<file path="src/rtl/cas_decoder.sv">
// Cassette-input decoder: classifies each bit by the width of its low half-cycle and assembles bytes LSB first.
// Optional CAS_DEGLITCH_EN adds a 3-sample majority filter ahead of edge detection (+2 clk latency).
module cas_decoder #(
    parameter logic [23:0] STP        = 24'd22496,
    parameter logic [7:0]  MIN_LOW    = 8'd8,
    parameter logic [7:0]  THRESH     = 8'd24,
    parameter logic [7:0]  MAX_LOW    = 8'd48,
    parameter logic [7:0]  IDLE_TICKS = 8'd64
) (
    input  logic       clk,
    input  logic       reset_n,
    input  logic       en,
    input  logic       din,
    output logic [7:0] dout,
    output logic       valid,
    output logic       bit_stb,
    output logic       bit_val,
    output logic       err,
    output logic       busy
);

    typedef enum logic [1:0] {IDLE, LOW, HIGH} state_t;

    state_t      state_q, state_d, prev_q, prev_d;
    logic        s1_q, s2_q, p_q, s;
    logic [23:0] acc_q, acc_d;
    logic [24:0] sum;
    logic [7:0]  cnt_q, cnt_d, cnt_inc, hcnt_q, hcnt_d;
    logic [2:0]  nbit_q, nbit_d;
    logic [7:0]  sr_q, sr_d, sr_new, dout_q, dout_d;
    logic        valid_q, valid_d, bit_stb_q, bit_stb_d, bit_val_q, bit_val_d, err_q, err_d;
    logic        rise, fall, edge_det, tick, bit_new;

    always_ff @(posedge clk or negedge reset_n) begin
        if (!reset_n) begin
            s1_q <= 1'b1;
            s2_q <= 1'b1;
        end else begin
            s1_q <= din;
            s2_q <= s1_q;
        end
    end

`ifdef CAS_DEGLITCH_EN
    logic h1_q, h2_q, maj_q;

    // A lone sample never reaches the two-of-three majority, so single-clk spikes vanish here.
    always_ff @(posedge clk or negedge reset_n) begin
        if (!reset_n) begin
            h1_q  <= 1'b1;
            h2_q  <= 1'b1;
            maj_q <= 1'b1;
        end else begin
            h1_q  <= s2_q;
            h2_q  <= h1_q;
            maj_q <= (s2_q & h1_q) | (s2_q & h2_q) | (h1_q & h2_q);
        end
    end

    assign s = maj_q;
`else
    assign s = s2_q;
`endif

    assign rise     = s & ~p_q;
    assign fall     = ~s & p_q;
    assign edge_det = rise | fall;
    assign sum      = {1'b0, acc_q} + {1'b0, STP};
    assign tick     = sum[24] & ~edge_det;
    assign acc_d    = (edge_det || !en) ? 24'd0 : sum[23:0];
    assign cnt_inc  = (tick && cnt_q != 8'hFF) ? cnt_q + 8'd1 : cnt_q;

    always_comb begin
        state_d   = state_q;
        prev_d    = prev_q;
        cnt_d     = cnt_inc;
        hcnt_d    = hcnt_q;
        nbit_d    = nbit_q;
        sr_d      = sr_q;
        dout_d    = dout_q;
        valid_d   = 1'b0;
        bit_stb_d = 1'b0;
        bit_val_d = bit_val_q;
        err_d     = 1'b0;
        bit_new   = 1'b0;
        sr_new    = sr_q;
        if (!en) begin
            state_d = IDLE;
            nbit_d  = 3'd0;
            sr_d    = 8'd0;
            cnt_d   = 8'd0;
        end else begin
            case (state_q)
                IDLE: if (fall) begin
                    state_d = LOW;
                    prev_d  = IDLE;
                    cnt_d   = 8'd0;
                end
                LOW: if (rise) begin
                    if (cnt_q < MIN_LOW) begin
                        // Glitch: resume the interrupted phase with its high count intact.
                        state_d = prev_q;
                        cnt_d   = hcnt_q;
                    end else if (cnt_q > MAX_LOW) begin
                        err_d   = 1'b1;
                        sr_d    = 8'd0;
                        nbit_d  = 3'd0;
                        state_d = IDLE;
                    end else begin
                        bit_new   = (cnt_q < THRESH);
                        sr_new    = {bit_new, sr_q[7:1]};
                        sr_d      = sr_new;
                        bit_stb_d = 1'b1;
                        bit_val_d = bit_new;
                        nbit_d    = nbit_q + 3'd1;
                        state_d   = HIGH;
                        cnt_d     = 8'd0;
                        if (nbit_q == 3'd7) begin
                            dout_d  = sr_new;
                            valid_d = 1'b1;
                        end
                    end
                end
                HIGH: begin
                    if (fall) begin
                        state_d = LOW;
                        prev_d  = HIGH;
                        hcnt_d  = cnt_q;
                        cnt_d   = 8'd0;
                    end else if (cnt_q > IDLE_TICKS) begin
                        if (nbit_q != 3'd0) begin
                            err_d  = 1'b1;
                            sr_d   = 8'd0;
                            nbit_d = 3'd0;
                        end
                        state_d = IDLE;
                    end
                end
                default: state_d = IDLE;
            endcase
        end
    end

    always_ff @(posedge clk or negedge reset_n) begin
        if (!reset_n) begin
            p_q       <= 1'b1;
            state_q   <= IDLE;
            prev_q    <= IDLE;
            acc_q     <= 24'd0;
            cnt_q     <= 8'd0;
            hcnt_q    <= 8'd0;
            nbit_q    <= 3'd0;
            sr_q      <= 8'd0;
            dout_q    <= 8'd0;
            valid_q   <= 1'b0;
            bit_stb_q <= 1'b0;
            bit_val_q <= 1'b0;
            err_q     <= 1'b0;
        end else begin
            p_q       <= s;
            state_q   <= state_d;
            prev_q    <= prev_d;
            acc_q     <= acc_d;
            cnt_q     <= cnt_d;
            hcnt_q    <= hcnt_d;
            nbit_q    <= nbit_d;
            sr_q      <= sr_d;
            dout_q    <= dout_d;
            valid_q   <= valid_d;
            bit_stb_q <= bit_stb_d;
            bit_val_q <= bit_val_d;
            err_q     <= err_d;
        end
    end

    assign dout    = dout_q;
    assign valid   = valid_q;
    assign bit_stb = bit_stb_q;
    assign bit_val = bit_val_q;
    assign err     = err_q;
    assign busy    = (nbit_q != 3'd0);

endmodule

</file>
<file path="config.mk">
export PLATFORM = sky130hd
export DESIGN_NAME = cas_decoder
export DESIGN_NICKNAME = d
export VERILOG_FILES = /design/src/rtl/cas_decoder.sv
export SDC_FILE = /design/constraint.sdc
export NUM_CORES = 1
export LEC_CHECK = 0
export BUFFER_PORTS_ARGS = -buffer_cell sky130_fd_sc_hd__buf_2
export CORE_UTILIZATION = 40
export DETAILED_ROUTE_END_ITERATION = 10
export SLEW_MARGIN = 15
export SYNTH_ARGS = -nofsm -noshare
export SYNTH_HDL_FRONTEND = slang
export SYNTH_SLANG_ARGS = --single-unit
</file>
<file path="constraint.sdc">
create_clock -name clk -period 2.7 [get_ports clk]
set_input_delay 0.54 -clock clk [delete_from_list [all_inputs] [get_ports clk]]
set_output_delay 0.54 -clock clk [all_outputs]
set_load 0.1 [all_outputs]
</file>
; ---- Yosys cells after proc, flatten, opt, wreduce, memory -nomap -nowiden
; Cells that the tools add are included.
[word_totals]
register_bits = 70
inputBits = 4
output_inout_bits = 13
elab_cells = 112
[classes]
addsub = 3
order_cmp = 4
eq_ne = 14
n_mux = 54
n_bitwise = 9
reduce_logical = 13
[op_table]
columns = operator, count
row1 = two-way mux 8 bit, 13
row2 = one-hot mux 8 bit (2 select lines), 2
row3 = adder 24 x 15 -> 25 bit (second input constant), 1
row4 = two-way mux 24 bit, 1
row5 = two-way mux 3 bit, 7
row6 = two-way mux 1 bit, 18
row7 = two-way mux 2 bit, 9
row8 = != test 3 bit (second input constant), 6
row9 = AND reduction 6 bit, 2
row10 = adder 8 x 1 -> 8 bit (second input constant), 1
row11 = greater-than comparator 8 x 6 -> 1 bit (second input constant), 1
row12 = greater-than comparator 8 x 7 -> 1 bit (second input constant), 1
row13 = < comparator 8 x 4 -> 1 bit (second input constant), 1
row14 = < comparator 8 x 5 -> 1 bit (second input constant), 1
row15 = != test 8 bit (second input constant), 1
row16 = one-hot mux 2 bit (3 select lines), 1
row17 = one-hot mux 3 bit (2 select lines), 1
row18 = AND reduction 3 bit, 2
row19 = NOT 1 bit, 5
row20 = AND reduction 5 bit, 1
row21 = != test 2 bit (second input constant), 2
row22 = != test 4 bit (second input constant), 1
row23 = one-hot mux 2 bit (2 select lines), 1
row24 = AND reduction 4 bit, 1
row25 = 15 further kinds, 17

; ---- Depth between registers and ports, before layout
[depth]
ltp_word = 12
depth_mapped = 8
depth_no_buf = 7

; ---- Worst setup path before layout
; No wires, ideal clock.
[synth_path]
path_kind = reg-to-reg
start = register cnt_q[3]
end = register dout_q[0], in the netlist dout[0]
setup_ns = 0.126
t_arrival_ns = 2.088
t_required_ns = 2.574
setup_slack_ns = 0.486
path_stages_with_launch = 7
n_path_buf = 1
period_less_slack_ns = 2.214
cell_sequence = dfrtp_1 > buf_6 > or4_4 > a311o_2 > nor3_4 > nand2_4 > mux2_2
[synth_via]
elab_chain_cells = 3
word_cells_on_any_way = 5
classes_between = order compare (2) / bitwise (2) / reduce/logical (1)
[synth_rtl]
columns = element, line_no
row1 = start: declaration, 28  ; logic [7:0] cnt_q, cnt_d, cnt_inc, hcnt_q, hcnt_d;
row2 = start signal: assignment, 164  ; cnt_q <= cnt_d;
row3 = greater-than comparator 8 x 6 -> 1 bit / < comparator 8 x 4 -> 1 bit (equally long branches), "104, 100"
row4 = NOT 1 bit (no source line), n/a
row5 = AND reduction 6 bit (no source line) (*), n/a
row6 = end signal: assignment, 168  ; dout_q <= dout_d;
row7 = end: declaration, 30  ; logic [7:0] sr_q, sr_d, sr_new, dout_q, dout_d;
; Every way passes the cells marked *; elsewhere a longest branch is shown, timed or not.
; A chain may end at the register's enable or synchronous reset.

; ---- Worst setup path in the final report
[layout_path]
start = register cnt_q[3]
end = register nbit_q[0]
[layout_via]
elab_chain_cells = 6
word_cells_on_any_way = 11
classes_between = order compare (3) / eq/ne (2) / mux (5) / reduce/logical (1)
[layout_rtl]
columns = element, line_no
row1 = greater-than comparator 8 x 6 -> 1 bit, 104  ; end else if (cnt_q > MAX_LOW) begin
row2 = two-way mux 3 bit, 104
row3 = two-way mux 3 bit, 100  ; if (cnt_q < MIN_LOW) begin
row4 = two-way mux 3 bit, 99  ; LOW: if (rise) begin
row5 = one-hot mux 3 bit (2 select lines), 93  ; case (state_q)
row6 = two-way mux 3 bit, 87  ; if (!en) begin
row7 = end signal: assignment, 166  ; nbit_q <= nbit_d;
row8 = end: declaration, 29  ; logic [2:0] nbit_q, nbit_d;
; Several ways; a longest one is shown, not always the timed one. The select of a mux whose other input is x is not followed.

==> key figures <==
Worst setup path
  – CP Class: reg -> reg
  – Crit path launch type: register
  – FF-to-FF Start: cnt_q[3]
  – R2R cell count: 5
  – Worst R2R End: nbit_q[0]
  – Worst path required time: ~3000 ps
  – Crit-path max FO: 10
  – Crit. End Element: register
  – Crit path DAT: around 2800 ps
  – FF-to-FF setup slack: 180 ps

STA
  – Setup WS post-layout: 179 ps
  – Worst-margin pin slew: 1040 ps
  – RSZ-0062 raised after global routing: no
  – Fin. Hold Viols: 0
  – Final TNS setup: 0 ps
  – Hold slack final: roughly 210 ps
  – Minimum clock period: approximately 2500 ps
  – Layout Skew: a little over 8 ps
  – Final setup fails: 0
  – Final Max Slew Viols: 0
  – Tcrit/Tclk final: between 90% and 100%
  – Fmax: between 300 and 400 MHz
  – Worst rel slew slack: between 30% and 40%

Global routing
  – GRT Total Usage: between 10% and 20%
  – Number of global-route vias before repair: approximately 2000
  – Largest net degree at the start of global routing: 38
  – Grt ovf: 0
  – First-pass GRT wire length: 9.55 mm
  – Initial antenna violation count: 0

Layout
  – ANT cells: 0
  – Final instance area: 3450 um2
  – Layout area overhead: 14.1%
  – Ratio of cells with drive above 1 in the final layout: 21.7%
  – Layout Nets: between 300 and 400

Min path
  – HP Class: in -> async

Clock network
  – # hold bufs at CTS: 0
  – Root buf cell: clkbuf_8
  – H-Tree Depth: 3
  – Clk sinks: 63
  – CTS Buf Count: 9
  – Resized cells post-CTS: 0
  – Clock tree buffer depth: 2
  – CTS tree: yes
  – Worst skew pair latency: approximately 340 ps
  – Post-CTS setup buffers: 0
  – Worst-path clk slew: about 80 ps

Floorplanning
  – Initial Utilization: between 40% and 50%
  – Core area: ~7300 um2
  – Horiz. Die Dim: 88.9 um
  – DIE HEIGHT: 88.9 um
  – # rows: 31
  – Die area: roughly 7900 um2
  – IO Pins: 17

Yosys
  – Yosys warns: 0
  – Async S/R FF share, synth: 100%
  – Unique masters post-synth: 47
  – Syn avg cell area: between 10 and 15 um2
  – Sequential area share after synthesis: roughly 52%
  – Post-synth EDFFs: 0
  – Mapped Cells: approximately 270
  – Synth Flop Type: dfrtp_1
  – Post-Syn Area: about 3000 um2
  – Flop and latch count out of synthesis: 63
  – Syn_nets: 288

Place
  – Final HPWL DP: about 4 mm
  – Gpl congestion: approximately 0.78
  – Placed inst area: about 3200 um2
  – Dpl ws: ~240 ps
  – PortBufs: 16

Pwr
  – Sw power: roughly 560 uW
  – Switching Share: about 27%
  – Leakage power: 0.00163 uW
  – Int Power: 1500 uW
  – Worst VDD drop: around 0.24 mV
  – Reg power frac: 48.4%
  – Logic pwr share: between 10% and 20%
  – Pwr dens: around 600 nW/um2
  – Clock network fraction of total power: 40.7%

Drt
  – Initial DRC Count: 100
  – 1st-pass router iterations: 4
  – Final WL: roughly 5.5 mm
  – Vias: about 2100
  – Vias per Instance: 5.17
  – Detail Route Antenna Nets: 0
  – Wire per inst: 13.7 um
  – DRC errors left: 0

Run status
  – Status: finished, final reports clean

Flow run
  – Maximum capacitance violations: 0
## logic make-up after synthesis
| family | after synthesis | synth area share (%) |
|---|---|---|
| xor+xnor | 21 | 6.08 |
| flops | 63 | 52.3 |
| mux | 20 | 7.37 |
| compound gates | 46 | 11.3 |
| buf+inv | 20 | 2.73 |
| simple gates | 92 | 15.7 |
| fa+ha+maj | 11 | 4.55 |
## state kept, by name, indices dropped and copies added, names as in the netlist, 2 cells and up
register  cells
cnt_q         8
dout          8
nbit_q        3
acc_q        19
state_q       2
sr_q          7
hcnt_q        8
## synthesized netlist by cell type (3+ instances only)
library cell	instances	share of area, %
clkbuf_1	5	0.62
a22o_1	9	2.6
nand2_1	25	3.1
a21oi_1	7	1.2
nor4_1	3	0.62
o21ai_0	11	1.8
ha_1	11	4.6
nand3_1	8	1.3
dfrtp_1	60	50
nor2_1	28	3.5
inv_1	14	1.7
mux2_2	18	6.7
nor3_1	6	0.99
xor2_1	14	4.1
o211ai_1	4	0.99
dfstp_2	3	2.6
xnor2_1	7	2.0
nand4_1	6	1.2
## power groups by stage
stage / clock network [uW] / registers (uW) / logic (uW)
floorplan: 0 / 1010 / 159
global placement: 0 / 1020 / 225
detailed placement: 0 / 1020 / 225
CTS: 863 / 998 / 226
global route: 906 / 1000 / 253
finish: 839 / 998 / 224
## critical path, cell delays in order (launching register included)
cell and delay, ps:
dfrtp_1 490, or4_4 590, o31ai_1 320, a21oi_1 160
o31ai_2 620, mux2_2 270
## area by class of cell
| type | count | area (um2) |
|---|---|---|
| clock inverter | 7 | 78.8 |
| sequential | 63 | 1580 |
| timing repair buffer | 21 | 130 |
| fill | 723 | 3840 |
| inverter | 14 | 52.6 |
| multi-input combinational | 190 | 1360 |
| clock buffer | 9 | 124 |
| tap | 99 | 124 |
## per-layer routing
layer / track usage (%) / part of all wire, % / wire (um)
met2: 22.5 / 44 / 2430
met1: 23.2 / 52 / 2870
met4: 6.06 / 0.87 / 48
met5: 0 / 0 / 0
met3: 4.71 / 3.5 / 193
## placed cells by master, fill, tap and decap left out, drive strengths merged, types with 4 or more instances in the layout
cell,count
buf,21
inv,17
nand3,8
mux2,18
nor4,4
nor3,7
clkbuf,9
o211ai,4
a22o,9
nand2,26
ha,11
a21oi,7
xor2,14
nand4,6
xnor2,7
dfrtp,60
o21ai,12
nor2,28
## worst max path at each step
stage	startpoint	end	slack [ps]	cells after the start
after CTS	cnt_q[3]	nbit_q[0]	220	5
after floorplan	cnt_q[3]	dout[0]	490	6
final	cnt_q[3]	nbit_q[0]	180	5
after global routing	cnt_q[3]	nbit_q[0]	40	5
after detailed placement	cnt_q[3]	nbit_q[0]	240	5
after global placement	cnt_q[3]	nbit_q[0]	310	5
## per-stage QoR
| stage | power, uW | utilization [%] | instances |
|---|---|---|---|
| CTS | 2090 | 47.3 | 403 |
| global route | 2160 | 47.3 | 403 |
| finish | 2060 | 47.3 | 403 |
| detailed placement | 1240 | 44.5 | 387 |
| global placement | 1240 | 44.5 | 387 |
| floorplan | 1170 | - | 273 |
Power figures use the tool's default switching activity.
